<file path="src/rtl/dmem_arbiter_if.sv">
// Requester-side bus of the data-memory arbiter: one request/grant handshake
// with a registered completion response.
interface dmem_arbiter_if;
  logic        req;
  logic        rw;
  logic [2:0]  size;
  logic [31:0] addr;
  logic [31:0] wdata;
  logic        gnt;
  logic        rvalid;
  logic [31:0] rdata;
  logic        err;

  modport master (
    output req, rw, size, addr, wdata,
    input  gnt, rvalid, rdata, err
  );

  modport slave (
    input  req, rw, size, addr, wdata,
    output gnt, rvalid, rdata, err
  );
endinterface

</file>
<file path="src/rtl/dmem_arbiter.sv">
// Fixed-priority arbiter for the single-port data memory: requester 0 wins
// unless requester 1 has lost STARVE_LIMIT consecutive contended cycles.
module dmem_arbiter #(
  parameter int unsigned STARVE_LIMIT = 4
) (
  input  logic                 clock,
  input  logic                 reset,
  dmem_arbiter_if.slave        m0,
  dmem_arbiter_if.slave        m1,
  output logic                 mem_read_write,
  output logic [2:0]           mem_access_size,
  output logic [31:0]          mem_address,
  output logic [31:0]          mem_data_in,
  input  logic [31:0]          mem_data_out
);

  // Size codes: bits [1:0] give width (byte/half/word), bit 2 marks unsigned loads.
  localparam logic [2:0] SZ_H  = 3'b001;
  localparam logic [2:0] SZ_W  = 3'b010;
  localparam logic [2:0] SZ_HU = 3'b101;
  localparam logic [3:0] LIMIT = 4'(STARVE_LIMIT);

  logic [3:0]  starve_q, starve_d;
  logic        gnt0, gnt1;
  logic        sel_rw;
  logic [2:0]  sel_size;
  logic [31:0] sel_addr;
  logic [31:0] sel_wdata;
  logic        misaligned;
  logic [31:0] load_data;

  logic        rvalid0_q, rvalid0_d;
  logic [31:0] rdata0_q, rdata0_d;
  logic        err0_q, err0_d;
  logic        rvalid1_q, rvalid1_d;
  logic [31:0] rdata1_q, rdata1_d;
  logic        err1_q, err1_d;

  // Grants are suppressed during reset so nothing reaches the memory.
  always_comb begin
    gnt0 = 1'b0;
    gnt1 = 1'b0;
    if (!reset) begin
      if (m1.req && ((starve_q == LIMIT) || !m0.req)) begin
        gnt1 = 1'b1;
      end else if (m0.req) begin
        gnt0 = 1'b1;
      end
    end
  end

  always_comb begin
    starve_d = starve_q;
    if (gnt1 || !m1.req) begin
      starve_d = 4'd0;
    end else if (gnt0 && (starve_q < LIMIT)) begin
      starve_d = starve_q + 4'd1;
    end
  end

  always_comb begin
    sel_rw    = 1'b0;
    sel_size  = 3'd0;
    sel_addr  = 32'd0;
    sel_wdata = 32'd0;
    if (gnt0) begin
      sel_rw    = m0.rw;
      sel_size  = m0.size;
      sel_addr  = m0.addr;
      sel_wdata = m0.wdata;
    end else if (gnt1) begin
      sel_rw    = m1.rw;
      sel_size  = m1.size;
      sel_addr  = m1.addr;
      sel_wdata = m1.wdata;
    end
  end

  // Unknown size codes fall through as aligned.
  always_comb begin
    misaligned = 1'b0;
    case (sel_size)
      SZ_H, SZ_HU: misaligned = sel_addr[0];
      SZ_W:        misaligned = |sel_addr[1:0];
      default:     misaligned = 1'b0;
    endcase
  end

  assign mem_read_write  = sel_rw & ~misaligned;
  assign mem_access_size = sel_size;
  assign mem_address     = sel_addr;
  assign mem_data_in     = sel_wdata;

  assign load_data = (!sel_rw && !misaligned) ? mem_data_out : 32'd0;

  always_comb begin
    rvalid0_d = gnt0;
    rdata0_d  = rdata0_q;
    err0_d    = err0_q;
    rvalid1_d = gnt1;
    rdata1_d  = rdata1_q;
    err1_d    = err1_q;
    if (gnt0) begin
      rdata0_d = load_data;
      err0_d   = misaligned;
    end
    if (gnt1) begin
      rdata1_d = load_data;
      err1_d   = misaligned;
    end
  end

  always_ff @(posedge clock) begin
    if (reset) begin
      starve_q  <= 4'd0;
      rvalid0_q <= 1'b0;
      rdata0_q  <= 32'd0;
      err0_q    <= 1'b0;
      rvalid1_q <= 1'b0;
      rdata1_q  <= 32'd0;
      err1_q    <= 1'b0;
    end else begin
      starve_q  <= starve_d;
      rvalid0_q <= rvalid0_d;
      rdata0_q  <= rdata0_d;
      err0_q    <= err0_d;
      rvalid1_q <= rvalid1_d;
      rdata1_q  <= rdata1_d;
      err1_q    <= err1_d;
    end
  end

  // A response pending when reset rises is dropped rather than presented.
  assign m0.gnt    = gnt0;
  assign m0.rvalid = rvalid0_q & ~reset;
  assign m0.rdata  = rdata0_q;
  assign m0.err    = err0_q;
  assign m1.gnt    = gnt1;
  assign m1.rvalid = rvalid1_q & ~reset;
  assign m1.rdata  = rdata1_q;
  assign m1.err    = err1_q;

endmodule

</file>
<file path="src/flat_wrapper.sv">
// flat-port wrapper written by rule: the top's interface ports become plain ports
module dmem_arbiter_flat 
#(
  parameter int unsigned STARVE_LIMIT = 4
)
  (clock, reset, mem_read_write, mem_access_size, mem_address, mem_data_in, mem_data_out, m0_req, m0_rw, m0_size, m0_addr, m0_wdata, m0_gnt, m0_rvalid, m0_rdata, m0_err, m1_req, m1_rw, m1_size, m1_addr, m1_wdata, m1_gnt, m1_rvalid, m1_rdata, m1_err);
  dmem_arbiter_if m0_i ();
  dmem_arbiter_if m1_i ();
  input  logic clock;
  input  logic reset;
  output logic mem_read_write;
  output logic [2:0] mem_access_size;
  output logic [31:0] mem_address;
  output logic [31:0] mem_data_in;
  input  logic [31:0] mem_data_out;
  input wire logic [$bits(m0_i.req)-1:0] m0_req;
  input wire logic [$bits(m0_i.rw)-1:0] m0_rw;
  input wire logic [$bits(m0_i.size)-1:0] m0_size;
  input wire logic [$bits(m0_i.addr)-1:0] m0_addr;
  input wire logic [$bits(m0_i.wdata)-1:0] m0_wdata;
  output wire logic [$bits(m0_i.gnt)-1:0] m0_gnt;
  output wire logic [$bits(m0_i.rvalid)-1:0] m0_rvalid;
  output wire logic [$bits(m0_i.rdata)-1:0] m0_rdata;
  output wire logic [$bits(m0_i.err)-1:0] m0_err;
  input wire logic [$bits(m1_i.req)-1:0] m1_req;
  input wire logic [$bits(m1_i.rw)-1:0] m1_rw;
  input wire logic [$bits(m1_i.size)-1:0] m1_size;
  input wire logic [$bits(m1_i.addr)-1:0] m1_addr;
  input wire logic [$bits(m1_i.wdata)-1:0] m1_wdata;
  output wire logic [$bits(m1_i.gnt)-1:0] m1_gnt;
  output wire logic [$bits(m1_i.rvalid)-1:0] m1_rvalid;
  output wire logic [$bits(m1_i.rdata)-1:0] m1_rdata;
  output wire logic [$bits(m1_i.err)-1:0] m1_err;
  assign m0_i.req = m0_req;
  assign m0_i.rw = m0_rw;
  assign m0_i.size = m0_size;
  assign m0_i.addr = m0_addr;
  assign m0_i.wdata = m0_wdata;
  assign m0_gnt = m0_i.gnt;
  assign m0_rvalid = m0_i.rvalid;
  assign m0_rdata = m0_i.rdata;
  assign m0_err = m0_i.err;
  assign m1_i.req = m1_req;
  assign m1_i.rw = m1_rw;
  assign m1_i.size = m1_size;
  assign m1_i.addr = m1_addr;
  assign m1_i.wdata = m1_wdata;
  assign m1_gnt = m1_i.gnt;
  assign m1_rvalid = m1_i.rvalid;
  assign m1_rdata = m1_i.rdata;
  assign m1_err = m1_i.err;
  dmem_arbiter #(.STARVE_LIMIT(STARVE_LIMIT)) u_core (.clock(clock), .reset(reset), .m0(m0_i), .m1(m1_i), .mem_read_write(mem_read_write), .mem_access_size(mem_access_size), .mem_address(mem_address), .mem_data_in(mem_data_in), .mem_data_out(mem_data_out));
endmodule
</file>
<file path="config.mk">
export PLATFORM = sky130hd
export DESIGN_NAME = dmem_arbiter_flat
export DESIGN_NICKNAME = d
export VERILOG_FILES = /design/src/rtl/dmem_arbiter_if.sv /design/src/rtl/dmem_arbiter.sv /design/src/flat_wrapper.sv
export SDC_FILE = /design/constraint.sdc
export NUM_CORES = 1
export LEC_CHECK = 0
export BUFFER_PORTS_ARGS = -buffer_cell sky130_fd_sc_hd__buf_2
export CELL_PAD_IN_SITES_DETAIL_PLACEMENT = 0
export CELL_PAD_IN_SITES_GLOBAL_PLACEMENT = 1
export CORE_MARGIN = 10
export CORE_UTILIZATION = 26
export CTS_BUF_LIST = sky130_fd_sc_hd__clkbuf_4 sky130_fd_sc_hd__clkbuf_8
export DETAILED_ROUTE_END_ITERATION = 12
export PLACE_DENSITY = 0.83
export SLEW_MARGIN = 30
export SYNTH_ARGS = -nofsm -noshare
export SYNTH_HDL_FRONTEND = slang
export SYNTH_SLANG_ARGS = --single-unit
</file>
<file path="constraint.sdc">
create_clock -name clock -period 2.97 [get_ports clock]
set_clock_uncertainty 0.05 [all_clocks]
set_input_delay 0.297 -clock clock [delete_from_list [all_inputs] [get_ports clock]]
set_output_delay 0.297 -clock clock [all_outputs]
set_load 0.02 [all_outputs]
</file>
==> run summary <==
Outcome = finished clean
Number of standard-cell rows in the floorplan = 41
Share of flip-flops with an asynchronous set or reset = 0%
CORE AREA = 12800 um2
Wire length of the first global-routing pass = 23.5 mm
Main synth FF type = sky130_fd_sc_hd__dfxtp_1
Average instance area after synthesis = 10.6 um2
Total power density per cell area = 505 nW/um2
Cell Chain, Critical Path = inv_1, ha_1, nand3b_1, a21boi_4, buf_6, a22o_1, buf_2
Number of detailed-routing iterations run before antenna repair = 4
IO Port Bufs = 309
Area growth, synth to finish = 57.0%
Pins over their slew limit = 0
Unique cell type count in the Yosys netlist = 37
Final sum of negative setup slack = 0 ns
Total routed wirelength = 15.9 mm
Gr usage total = 16.0%
Num Clock Sinks = 72
Fraction of the cycle the final worst path needs = 92.0%
Max-cap check violation count = 0
Leak = 0.00270 uW
Relative slew margins = 58.0%
Setup Viol. Count Final = 0
Highest-delay cell along the critical path = sky130_fd_sc_hd__buf_6
Number of nets still failing antenna checks after routing = 0
Number of buffers created by CTS = 9
Total placed cells including tap cells = 772
Start point of the critical path = u_core.starve_q[0]
Commonest non-fill, non-tap cell in the layout = sky130_fd_sc_hd__buf_2
Transition at the pin with the smallest max-transition slack = 0.629 ns
Horizontal die dimension = 135 um
Sequential fraction of the synthesis area = 42.2%
Clock tree from TritonCTS = yes
Ratio of routed vias to standard cells = 5.09
Share of post-route cells with drive strength above 1 = 55.3%
Routed wire per std cell = 20.1 um
CTS hold repair buffers = 0
Largest net degree at the start of global routing = 85
Number of antenna violations at the first check in global routing = 1
Final HPWL DP = 12.9 mm
Unrepaired setup endpoints after global routing = no
Non-Filler Instances = 789
Critical Path Fanout Max = 69
RD Place Congestion = 0.954
Total die area = 18100 um2
Iteration-0 DRC count of the detailed router = 152
Gate count after technology mapping = 322
Worst min path class = in -> reg
Number of enable flip-flop cells after synthesis = 0
Top library cells by usage in the layout, fill and taps aside = sky130_fd_sc_hd__buf_2 (309), sky130_fd_sc_hd__dfxtp_1 (72), sky130_fd_sc_hd__a22o_1 (65), sky130_fd_sc_hd__nor3b_1 (33)
Synthesis warning total = 0
Deepest clock path buffer count = 2
Hold path start = mem_data_out[20]
Number of I/O pins = 310
Number of nets in the layout = 785
Startpoint type of the worst setup path = register
Clock latency on the worst-skew pair = 0.33 ns
Highest cell delay on the worst timing path = 0.46 ns
Buffer and inverter count on the worst path = 3
Reg-to-reg startpoint = u_core.starve_q[0]
Worst setup path category = reg -> out
Peak supply drop = 239 uV
Post-Synthesis Net Count = 496
Vertical die dimension = 135 um
DR DRC count = 0
Max Fclk = 0.366 GHz
Initial cell density of the core = 26.8%
Synthesis-stage register bit count = 72
Cell Area, Synth = 3420 um2
Total count of hold-check failures in the final report = 0
Data arrival at the endpoint of the critical path = 2.39 ns
Cell at the root of the clock tree = sky130_fd_sc_hd__clkbuf_8
CP delay by family, top = buffers and inverters
Type of element capturing the critical path = output pin
Clock H-tree levels = 3
Minimum period implied by the final worst setup slack = 2.73 ns
Required time of the worst setup path = 2.62 ns
Vias in the first global route = 4084
Clock transition time at the flip-flop clock pins of the worst setup and hold paths = 0.08 ns
Sum of overflow across all layers after global routing = 0
Count of vias placed by the detailed router = 4016
-- path summary, 6_finish.rpt --
check / endpoint / slack (ns) / cells after the start
setup / recovery: mem_address[4] / 0.24 / 7
hold / removal: u_core.m0.rdata[20] / 0.15 / 2
setup reg to reg: u_core.m1.rdata[9] / 0.39 / 9
hold reg to reg: u_core.m1.rdata[2] / 0.41 / 1
-- per-layer routing --
layer / part of all wire (%) / global-route usage (%)
met3: 8.6 / 6.01
met2: 51 / 28.0
met4: 1.3 / 3.99
met5: 0 / 0
met1: 39 / 17.8
-- worst reg2reg max path, cell delays in order (launching register included) --
cell and delay (ns):
sky130_fd_sc_hd__dfxtp_1 0.34, sky130_fd_sc_hd__inv_1 0.06, sky130_fd_sc_hd__ha_1 0.16, sky130_fd_sc_hd__nand3b_1 0.22, sky130_fd_sc_hd__a21boi_4 0.37, sky130_fd_sc_hd__a22oi_1 0.18
sky130_fd_sc_hd__nor4_4 0.45, sky130_fd_sc_hd__o22ai_4 0.15, sky130_fd_sc_hd__buf_12 0.19, sky130_fd_sc_hd__a32o_1 0.31
-- kinds of logic after synthesis --
group	Yosys count	share of synthesized area [%]
compound gates	148	38.9
xor+xnor	1	0.256
fa+ha+maj	2	0.732
buf+inv	44	6.15
flops	72	42.2
mux	1	0.293
simple gates	54	11.5
-- cells in the mapped netlist, types with 2 or more instances --
library cell	count	area [um2]
sky130_fd_sc_hd__clkbuf_1	29	109
sky130_fd_sc_hd__buf_1	4	15.0
sky130_fd_sc_hd__o21ai_0	3	15.0
sky130_fd_sc_hd__nor2b_1	4	25.0
sky130_fd_sc_hd__dfxtp_1	72	1440
sky130_fd_sc_hd__a22oi_1	2	15.0
sky130_fd_sc_hd__a22o_1	65	569
sky130_fd_sc_hd__inv_1	5	18.8
sky130_fd_sc_hd__nand2b_1	2	12.5
sky130_fd_sc_hd__buf_6	6	67.6
sky130_fd_sc_hd__nor3b_1	33	248
sky130_fd_sc_hd__ha_1	2	25.0
sky130_fd_sc_hd__a32o_1	32	320
sky130_fd_sc_hd__nor2_1	5	18.8
sky130_fd_sc_hd__o211ai_1	2	15.0
sky130_fd_sc_hd__a21boi_1	2	15.0
sky130_fd_sc_hd__nand2_1	2	7.51
sky130_fd_sc_hd__a31o_1	32	280
sky130_fd_sc_hd__nand4b_1	2	17.5
-- power breakdown --
part	switching, uW	internal [uW]	total [uW]	leakage [uW]
combinational	369	267	637	0.00197
sequential	24.3	1020	1050	0.000591
clock	366	663	1030	0.000133
total	759	1950	2710	0.00270
-- state kept, by name, indices dropped and copies added, names as in the netlist --
signal            count
u_core.m0.err         1
u_core.m0.rdata      32
u_core.m1.err         1
u_core.m1.rdata      32
u_core.rvalid0_q      1
u_core.rvalid1_q      1
u_core.starve_q       4
-- through the flow --
stage	area, um2	worst slack, ns	utilization (%)	power [uW]	hold slack [ns]
detailed placement	5080	0.401	39.8	1710	0.400
floorplan	3420	0.586	-	1420	0.353
global route	5360	0.0394	42.0	2850	0.119
finish	5370	0.237	42.0	2710	0.145
CTS	5350	0.00750	41.9	2750	0.119
global placement	5080	0.477	39.8	1700	0.395
-- cell type report --
class | count | area (um2)
multi-input cells | 206 | 1780
fillers | 1272 | 7410
diodes | 2 | 5.00
clock inverters | 5 | 129
repair buffers | 317 | 1640
inverters | 5 | 18.8
well taps | 172 | 215
clock buffers | 10 | 138
flip-flops and latches | 72 | 1440
-- timing repair --
item / CTS / global route
hold endpoints to repair: 0 / 0
setup buffers: 0 / 0
endpoints found under the setup margin: 0 / 62
resized for setup: 0 / 3
Note: power is estimated with default switching activity, not from simulation.
